--- config.mk ---
export PLATFORM = sky130hd
export DESIGN_NAME = esd_restart_sequencer
export DESIGN_NICKNAME = d
export VERILOG_FILES = /design/src/rtl/esd_restart_sequencer.sv
export SDC_FILE = /design/constraint.sdc
export NUM_CORES = 1
export LEC_CHECK = 0
export BUFFER_PORTS_ARGS = -buffer_cell sky130_fd_sc_hd__buf_2
export CORE_MARGIN = 2
export CORE_UTILIZATION = 60
export CTS_CLUSTER_DIAMETER = 200
export CTS_CLUSTER_SIZE = 10
export DETAILED_ROUTE_END_ITERATION = 12
export GPL_TIMING_DRIVEN = 1
export HOLD_SLACK_MARGIN = 0.05
export PLACE_DENSITY = 0.9
export REMOVE_ABC_BUFFERS = 1
export SKIP_CTS_REPAIR_TIMING = 1
export SLEW_MARGIN = 10
export SYNTH_ARGS = -nofsm -noshare
export SYNTH_HDL_FRONTEND = slang
export SYNTH_SLANG_ARGS = --single-unit
export TNS_END_PERCENT = 5
--- constraint.sdc ---
create_clock -name clk -period 6.07 [get_ports clk]
set_clock_uncertainty 0.05 [all_clocks]
set_input_delay 1.821 -clock clk [delete_from_list [all_inputs] [get_ports clk]]
set_output_delay 1.821 -clock clk [all_outputs]
set_load 0.02 [all_outputs]
--- src/rtl/esd_restart_sequencer.sv ---
// Restart/shutdown sequencer for the emergency-shutdown controller: E-STOP clear -> ACK -> timely kicks -> RUN.
// Optional A/B channel discrepancy lockout is compiled in with `define ESD_SEQ_DISCREPANCY_EN.
module esd_restart_sequencer #(
   parameter int ARM_KICKS   = 4,
   parameter int KICK_WINDOW = 1000,
   parameter int CNT_W       = 16,
   parameter int DISC_CYCLES = 200
) (
   input  logic       clk,
   input  logic       rst_n,
   input  logic       estop_a_i,
   input  logic       estop_b_i,
   input  logic       ack_pulse_i,
   input  logic       wdg_kick_i,
   output logic       shutdown_o,
   output logic       led_o,
   output logic       run_o,
   output logic [2:0] state_o,
   output logic [4:0] fault_cause_o
);

   localparam int                KICK_W    = $clog2(ARM_KICKS + 1);
   localparam logic [KICK_W-1:0] KICK_LAST = KICK_W'(ARM_KICKS - 1);
   localparam logic [KICK_W-1:0] KICK_MAX  = KICK_W'(ARM_KICKS);
   localparam logic [CNT_W-1:0]  WIN_LAST  = CNT_W'(KICK_WINDOW - 1);
   localparam logic [CNT_W-1:0]  CNT_SAT   = {CNT_W{1'b1}};

   if (ARM_KICKS < 1 || KICK_WINDOW < 2 || DISC_CYCLES < 2) begin : g_bad_params
      $error("esd_restart_sequencer: parameter out of range");
   end

   typedef enum logic [2:0] {
      ST_SHUTDOWN = 3'd0,
      ST_WAIT_ACK = 3'd1,
      ST_ARMING   = 3'd2,
      ST_RUN      = 3'd3,
      ST_LOCKOUT  = 3'd4
   } state_t;

   state_t            state_reg;
   logic [KICK_W-1:0] kick_cnt_reg;
   logic [CNT_W-1:0]  win_cnt_reg;
   logic [4:0]        fault_reg;

   logic       est;
   logic       timeout;
   logic       lockout;
   logic [4:0] est_cause;
   logic [4:0] trip_cause;

   assign est        = estop_a_i | estop_b_i;
   assign est_cause  = {2'b00, estop_b_i, estop_a_i, 1'b0};
   // Window expiry only matters in ARMING/RUN; a kick on the last cycle rescues it.
   assign timeout    = !wdg_kick_i && (win_cnt_reg == WIN_LAST);
   assign trip_cause = est_cause | {1'b0, timeout, 3'b000};

`ifdef ESD_SEQ_DISCREPANCY_EN
   localparam logic [CNT_W-1:0] DISC_LAST = CNT_W'(DISC_CYCLES - 1);
   logic [CNT_W-1:0] disc_cnt_reg;

   assign lockout = (estop_a_i != estop_b_i) && (disc_cnt_reg == DISC_LAST);

   always_ff @(posedge clk) begin
      if (!rst_n) begin
         disc_cnt_reg <= '0;
      end else if (estop_a_i == estop_b_i) begin
         disc_cnt_reg <= '0;
      end else if (disc_cnt_reg != CNT_SAT) begin
         disc_cnt_reg <= disc_cnt_reg + 1'b1;
      end
   end
`else
   assign lockout = 1'b0;
`endif

   always_ff @(posedge clk) begin
      if (!rst_n) begin
         state_reg    <= ST_SHUTDOWN;
         kick_cnt_reg <= '0;
         win_cnt_reg  <= '0;
         fault_reg    <= 5'b00001;
      end else if (lockout) begin
         state_reg    <= ST_LOCKOUT;
         fault_reg    <= fault_reg | 5'b10000;
      end else begin
         case (state_reg)
            ST_SHUTDOWN: begin
               kick_cnt_reg <= '0;
               win_cnt_reg  <= '0;
               if (est) fault_reg <= fault_reg | est_cause;
               else     state_reg <= ST_WAIT_ACK;
            end
            ST_WAIT_ACK: begin
               if (est) begin
                  state_reg <= ST_SHUTDOWN;
                  fault_reg <= fault_reg | est_cause;
               end else if (ack_pulse_i) begin
                  state_reg    <= ST_ARMING;
                  kick_cnt_reg <= '0;
                  win_cnt_reg  <= '0;
               end
            end
            ST_ARMING, ST_RUN: begin
               if (est || timeout) begin
                  state_reg <= ST_SHUTDOWN;
                  fault_reg <= fault_reg | trip_cause;
               end else if (wdg_kick_i) begin
                  win_cnt_reg <= '0;
                  if (kick_cnt_reg != KICK_MAX) kick_cnt_reg <= kick_cnt_reg + 1'b1;
                  // Last arming kick: causes are cleared as we go live.
                  if (state_reg == ST_ARMING && kick_cnt_reg == KICK_LAST) begin
                     state_reg <= ST_RUN;
                     fault_reg <= '0;
                  end
               end else if (win_cnt_reg != CNT_SAT) begin
                  win_cnt_reg <= win_cnt_reg + 1'b1;
               end
            end
            ST_LOCKOUT: begin
               state_reg <= ST_LOCKOUT;
            end
            default: begin
               state_reg <= ST_SHUTDOWN;
            end
         endcase
      end
   end

   assign run_o         = (state_reg == ST_RUN);
   assign shutdown_o    = !run_o;
   assign led_o         = !run_o;
   assign state_o       = state_reg;
   assign fault_cause_o = fault_reg;

endmodule

### Word level (Yosys, flattened, before mapping)

Cells that the tools add are included.

* register bits after elaboration: 27
* bits in latches: 0
* memory bits (writable): 0
* memory bits (read-only): 0
* bits of input ports: 6
* logic and storage cells: 67
* memories kept: 0

* add/sub/neg operators: 2
* $mul: 0
* divide/modulo/power cells: 0
* $lt $le $gt $ge: 0
* equality and inequality tests: 19
* shift operators: 0
* mux-type cells: 24
* bitwise gates (word level): 4
* reduce and logical (&&, ||, !) cells: 14

Operators by type and width (number)
* $mux W16: 5
* $pmux W16 S3: 1
* $mux W3: 11
* $mux W5: 4
* $add A16 B1 Y16 const B: 1
* $eq A16 B10 Y1 const B: 1
* $ne A16 B16 Y1 const B: 1
* $ne A3 B3 Y1 const B: 5
* $ne A2 B2 Y1 const B: 6
* $pmux W3 S4: 1
* $pmux W5 S2: 1
* $eq A3 B2 Y1 const B: 3
* $pmux W3 S3: 1
* $reduce_and A4 Y1: 2
* $reduce_and A6 Y1: 1
* $or A5 B3 Y5: 1
* $or A5 B4 Y5: 1
* $reduce_and A5 Y1: 1
* $or A3 B4 Y4: 1
* $reduce_or A2 Y1: 2
* $add A3 B1 Y3 const B: 1
* $eq A3 B1 Y1 const B: 1
* $eq A3 B3 Y1 const B: 1
* $logic_not A3 Y1: 1
* 7 further kinds: 9

### Logic depth before layout (Yosys ltp)

* depth in word-level cells: 6
* mapped depth: 7
* mapped depth without buffers: 6

### Least setup slack after synthesis

No wires, ideal clock.

* path kind: input to register
* start: input port estop_b_i
* end: register win_cnt_reg[12]
* arrival: 3.064 ns
* required time: 5.885 ns
* setup slack: 2.821 ns
* cell stages on the path: 6
* buffers on the path: 1
* path through: nor2_1 a21oi_1 o32a_2 buf_4 o311ai_0 o41ai_1

* longest elaborated chain between the ends: 4
* elaborated cells on any way between the ends: 5
* classes of those cells: 2 x eq/ne; 1 x bitwise; 2 x reduce/logical

RTL lines
* start: declaration: RTL line 12 `input logic estop_b_i,`
* $or A1 B1 Y1 *: RTL line 51 `assign est = estop_a_i | estop_b_i;`
* $logic_or A1 B1 Y1: RTL line 104 `if (est || timeout) begin`
* $ne A2 B2 Y1 (no source line)
* $reduce_and A5 Y1 (no source line) *
* end signal: assignment: RTL line 116 `win_cnt_reg <= win_cnt_reg + 1'b1;`
* end: declaration: RTL line 42 `logic [CNT_W-1:0] win_cnt_reg;`

Mark *: on every way between the ends. The rest lies on a longest branch, timed or not.
A chain may end at the register's enable or synchronous reset.

### Worst setup path in the final report

* start: input port estop_b_i
* end: register win_cnt_reg[6]

Same word-level chain as after synthesis.

==> flow_summary.toml <==
[synth]
synth.area.top_cells = "dfxtp_1 36%, o311ai_0 8.4%, o31ai_1 6.2%"
synth_warnings = 0
synth_area_leader_cell = "dfxtp_1"
syn_inst = 170
synthAdderAreaFrac_pct = 3.428
synth-async-reset-ratio_pct = 0
ys_ff_latch = 26
synthesis.area_sq_um = 1460
synth_top_family_by_area = "simple AND/OR/NAND/NOR gates"
synth_compound_area_share_pct = 26.22
ys_seq_area_share_pct = 35.65
synth-simple-area-share_pct = 27.51
synthXorXnorAreaFrac_pct = 0
syn-mean-instance-area_sq_um = 8.589
ys_types = 44
synth-main-ff-cell = "dfxtp_1"
synth_edf_count = 0
yosysTopAreaCellShare_pct = 35.65
synth_mux_area_share_pct = 0.6855

[global_routing]
grt.met2_usage_pct = 45.68
track_usage_pct = 28.08
antenna_found_initial = 0
met1_usage_pct = 36.19
grt-busiest-layer = "met2"
use_met3_pct = 5.367
grt_first_pass_wirelength_mm = 5.906
grt_overflow_total = 0
grt_max_degree = 26
grt_pass1_vias = 1309

[route]
via_per_inst = 7.077
num_vias = 1465
drt_iter0_drc = 95
drt_wl_total_mm = 3.516
wire_per_inst_um = 16.99
post-route-drc-count = 0
drtAntennaViolNets = 0
drt_first_pass_iters = 5

[status]
status = "complete, no violations"

[power]
p_comb_share_pct = 6.9
p_per_area_nw_per_um2 = 202.1
power_frac_seq_pct = 55.3
pwr-share-clk_pct = 37.7
leakage_nw = 0.5428
p_sw_mw = 0.06890
switching_share_pct = 21.89
vdd_ir_drop_max_mv = 0.1607
p_int_mw = 0.2459

[cells_and_area]
drive_above_1_share_pct = 15.08
final_common_cell = "dfxtp_1"
finalNetCount = 190
fillers = 189
synthToLayoutAreaGrowth_pct = 6.684
most-common-layout-cells = "26 x dfxtp_1, 18 x nand2_1, 15 x buf_2"
diodes = 0
largest_reg_flops = 16

[clock_network]
clock_path_buffers = 2
cts_root_buffer = "clkbuf_4"
clk_pin_slew_ps = 140
cts_made_buffers = 3
htree_levels = 1
cts_tree = "done"
cts_sinks = 26
clk_latency_ps = 320

[worst_hold_path]
hold_class = "reg2reg"

[critical_path]
arrival_ps = 3560
r2r-start = "win_cnt_reg[0]$_SDFFE_PN0P_"
crit_start = "estop_b_i"
path_class = "in2reg"
crit_fanout = 17
reg2reg_slack_ps = 3530
endpoint = "win_cnt_reg[6]$_SDFFE_PN0P_"
r2r_cells = 6
crit_required_ps = 6220
timing.rr.end = "win_cnt_reg[6]$_SDFFE_PN0P_"
cp-end-kind = "flip-flop"
crit_path_start_kind = "input port"

[place]
dp_hpwl_mm = 2.538
place_ws_ps = 2385
io_buffer_count = 15
gp_congestion = 0.8604

[floorplanning]
initial_core_util_pct = 64.76
core_sq_um = 2255
ios = 17
rows = 17
die_w_um = 53.33
dieHeight_um = 53.33
die_area_sq_um = 2844

[timing]
maxSlewViolCount = 0
maxSlewHeadroom_pct = 42.00
setup_slack_ps = 2665
finalSetupViolations = 0
rsz0062_at_grt = "false"
min_period_over_period_pct = 56.09
fmax_mhz = 293.7
period_minus_slack_ps = 3405
setup_tns_ps = 0
hold_viol = 0
tightest_slew_ps = 862.0

[run]
cap_violations = 0
## worst max-delay path: stages
cell	delay, ps
buf_2	120
nor2_1	250
a21oi_1	110
o32a_2	480
nand4b_4	360
o41ai_1	410
## area by class of cell
cell class	instances	area [sq um]	share of cell area [%]
Timing Repair Buffer	15	75.07	4.819
Clock buffer	3	22.52	1.446
Multi-Input combinational cell	127	848.3	54.46
Sequential cell	26	520.5	33.41
Tap cell	28	35.03	2.249
Inverter	7	26.28	1.687
Clock inverter	1	30.03	1.928
## power groups by stage
stage	sequential [mW]	clock (mW)	combinational, mW
after floorplan	0.179	0	0.0102
after global placement	0.177	0	0.0201
after detailed placement	0.178	0	0.0213
after CTS	0.174	0.119	0.0213
after global routing	0.174	0.126	0.0238
final	0.174	0.119	0.0218
## logic make-up after synthesis
| kind of cell | count (synthesis) |
|---|---|
| muxes | 1 |
| DFF | 26 |
| AOI/OAI and AO/OA | 51 |
| adders and majority gates | 4 |
| and+or+nand+nor | 70 |
| other | 1 |
| buffers and inverters | 17 |
## cells in the mapped netlist, types with 2 or more instances
| library cell | count |
|---|---|
| nand4_1 | 6 |
| buf_2 | 3 |
| inv_1 | 7 |
| a31oi_1 | 2 |
| nand3_1 | 7 |
| o311ai_0 | 14 |
| o21a_1 | 2 |
| o41ai_1 | 3 |
| dfxtp_1 | 26 |
| a21oi_1 | 9 |
| nor2b_1 | 2 |
| o32ai_1 | 2 |
| o31ai_1 | 12 |
| nand2_1 | 18 |
| nor4_1 | 4 |
| o22ai_1 | 2 |
| buf_4 | 4 |
| ha_1 | 4 |
| nand2b_1 | 2 |
| and2_1 | 4 |
| nor2_1 | 14 |
## metal layers
layer,vias to the layer above,part of all wire [%]
li1,683,-
met1,671,41
met2,91,48
met3,20,7.8
met4,0,3.0
met5,-,0
## how the worst min path moves through the flow
stage,from,end,slack (ps),cells after the start
3_3_place_gp,fault_cause_o[0]$_SDFFE_PN1P_,fault_cause_o[0]$_SDFFE_PN1P_,390,2
3_5_place_dp,fault_cause_o[0]$_SDFFE_PN1P_,fault_cause_o[0]$_SDFFE_PN1P_,400,2
6_report,fault_cause_o[0]$_SDFFE_PN1P_,fault_cause_o[0]$_SDFFE_PN1P_,420,2
5_1_grt,fault_cause_o[0]$_SDFFE_PN1P_,fault_cause_o[0]$_SDFFE_PN1P_,450,2
4_1_cts,fault_cause_o[0]$_SDFFE_PN1P_,fault_cause_o[0]$_SDFFE_PN1P_,420,2
2_1_floorplan,kick_cnt_reg[2]$_SDFFE_PN0P_,kick_cnt_reg[2]$_SDFFE_PN0P_,410,2
## stage by stage
| step | total power, mW | util, % | std cells | hold WS, ps | instance area, sq um |
|---|---|---|---|---|---|
| floorplan | 0.1896 | - | 160 | 411.6 | 1395 |
| global placement | 0.1975 | 66.76 | 203 | 389.1 | 1505 |
| detailed placement | 0.1990 | 66.76 | 203 | 400.6 | 1505 |
| CTS | 0.3139 | 69.09 | 207 | 421.0 | 1558 |
| global route | 0.3245 | 69.09 | 207 | 447.4 | 1558 |
| finish | 0.3148 | 69.09 | 207 | 418.7 | 1558 |
Note: power is estimated with default switching activity, not from simulation.
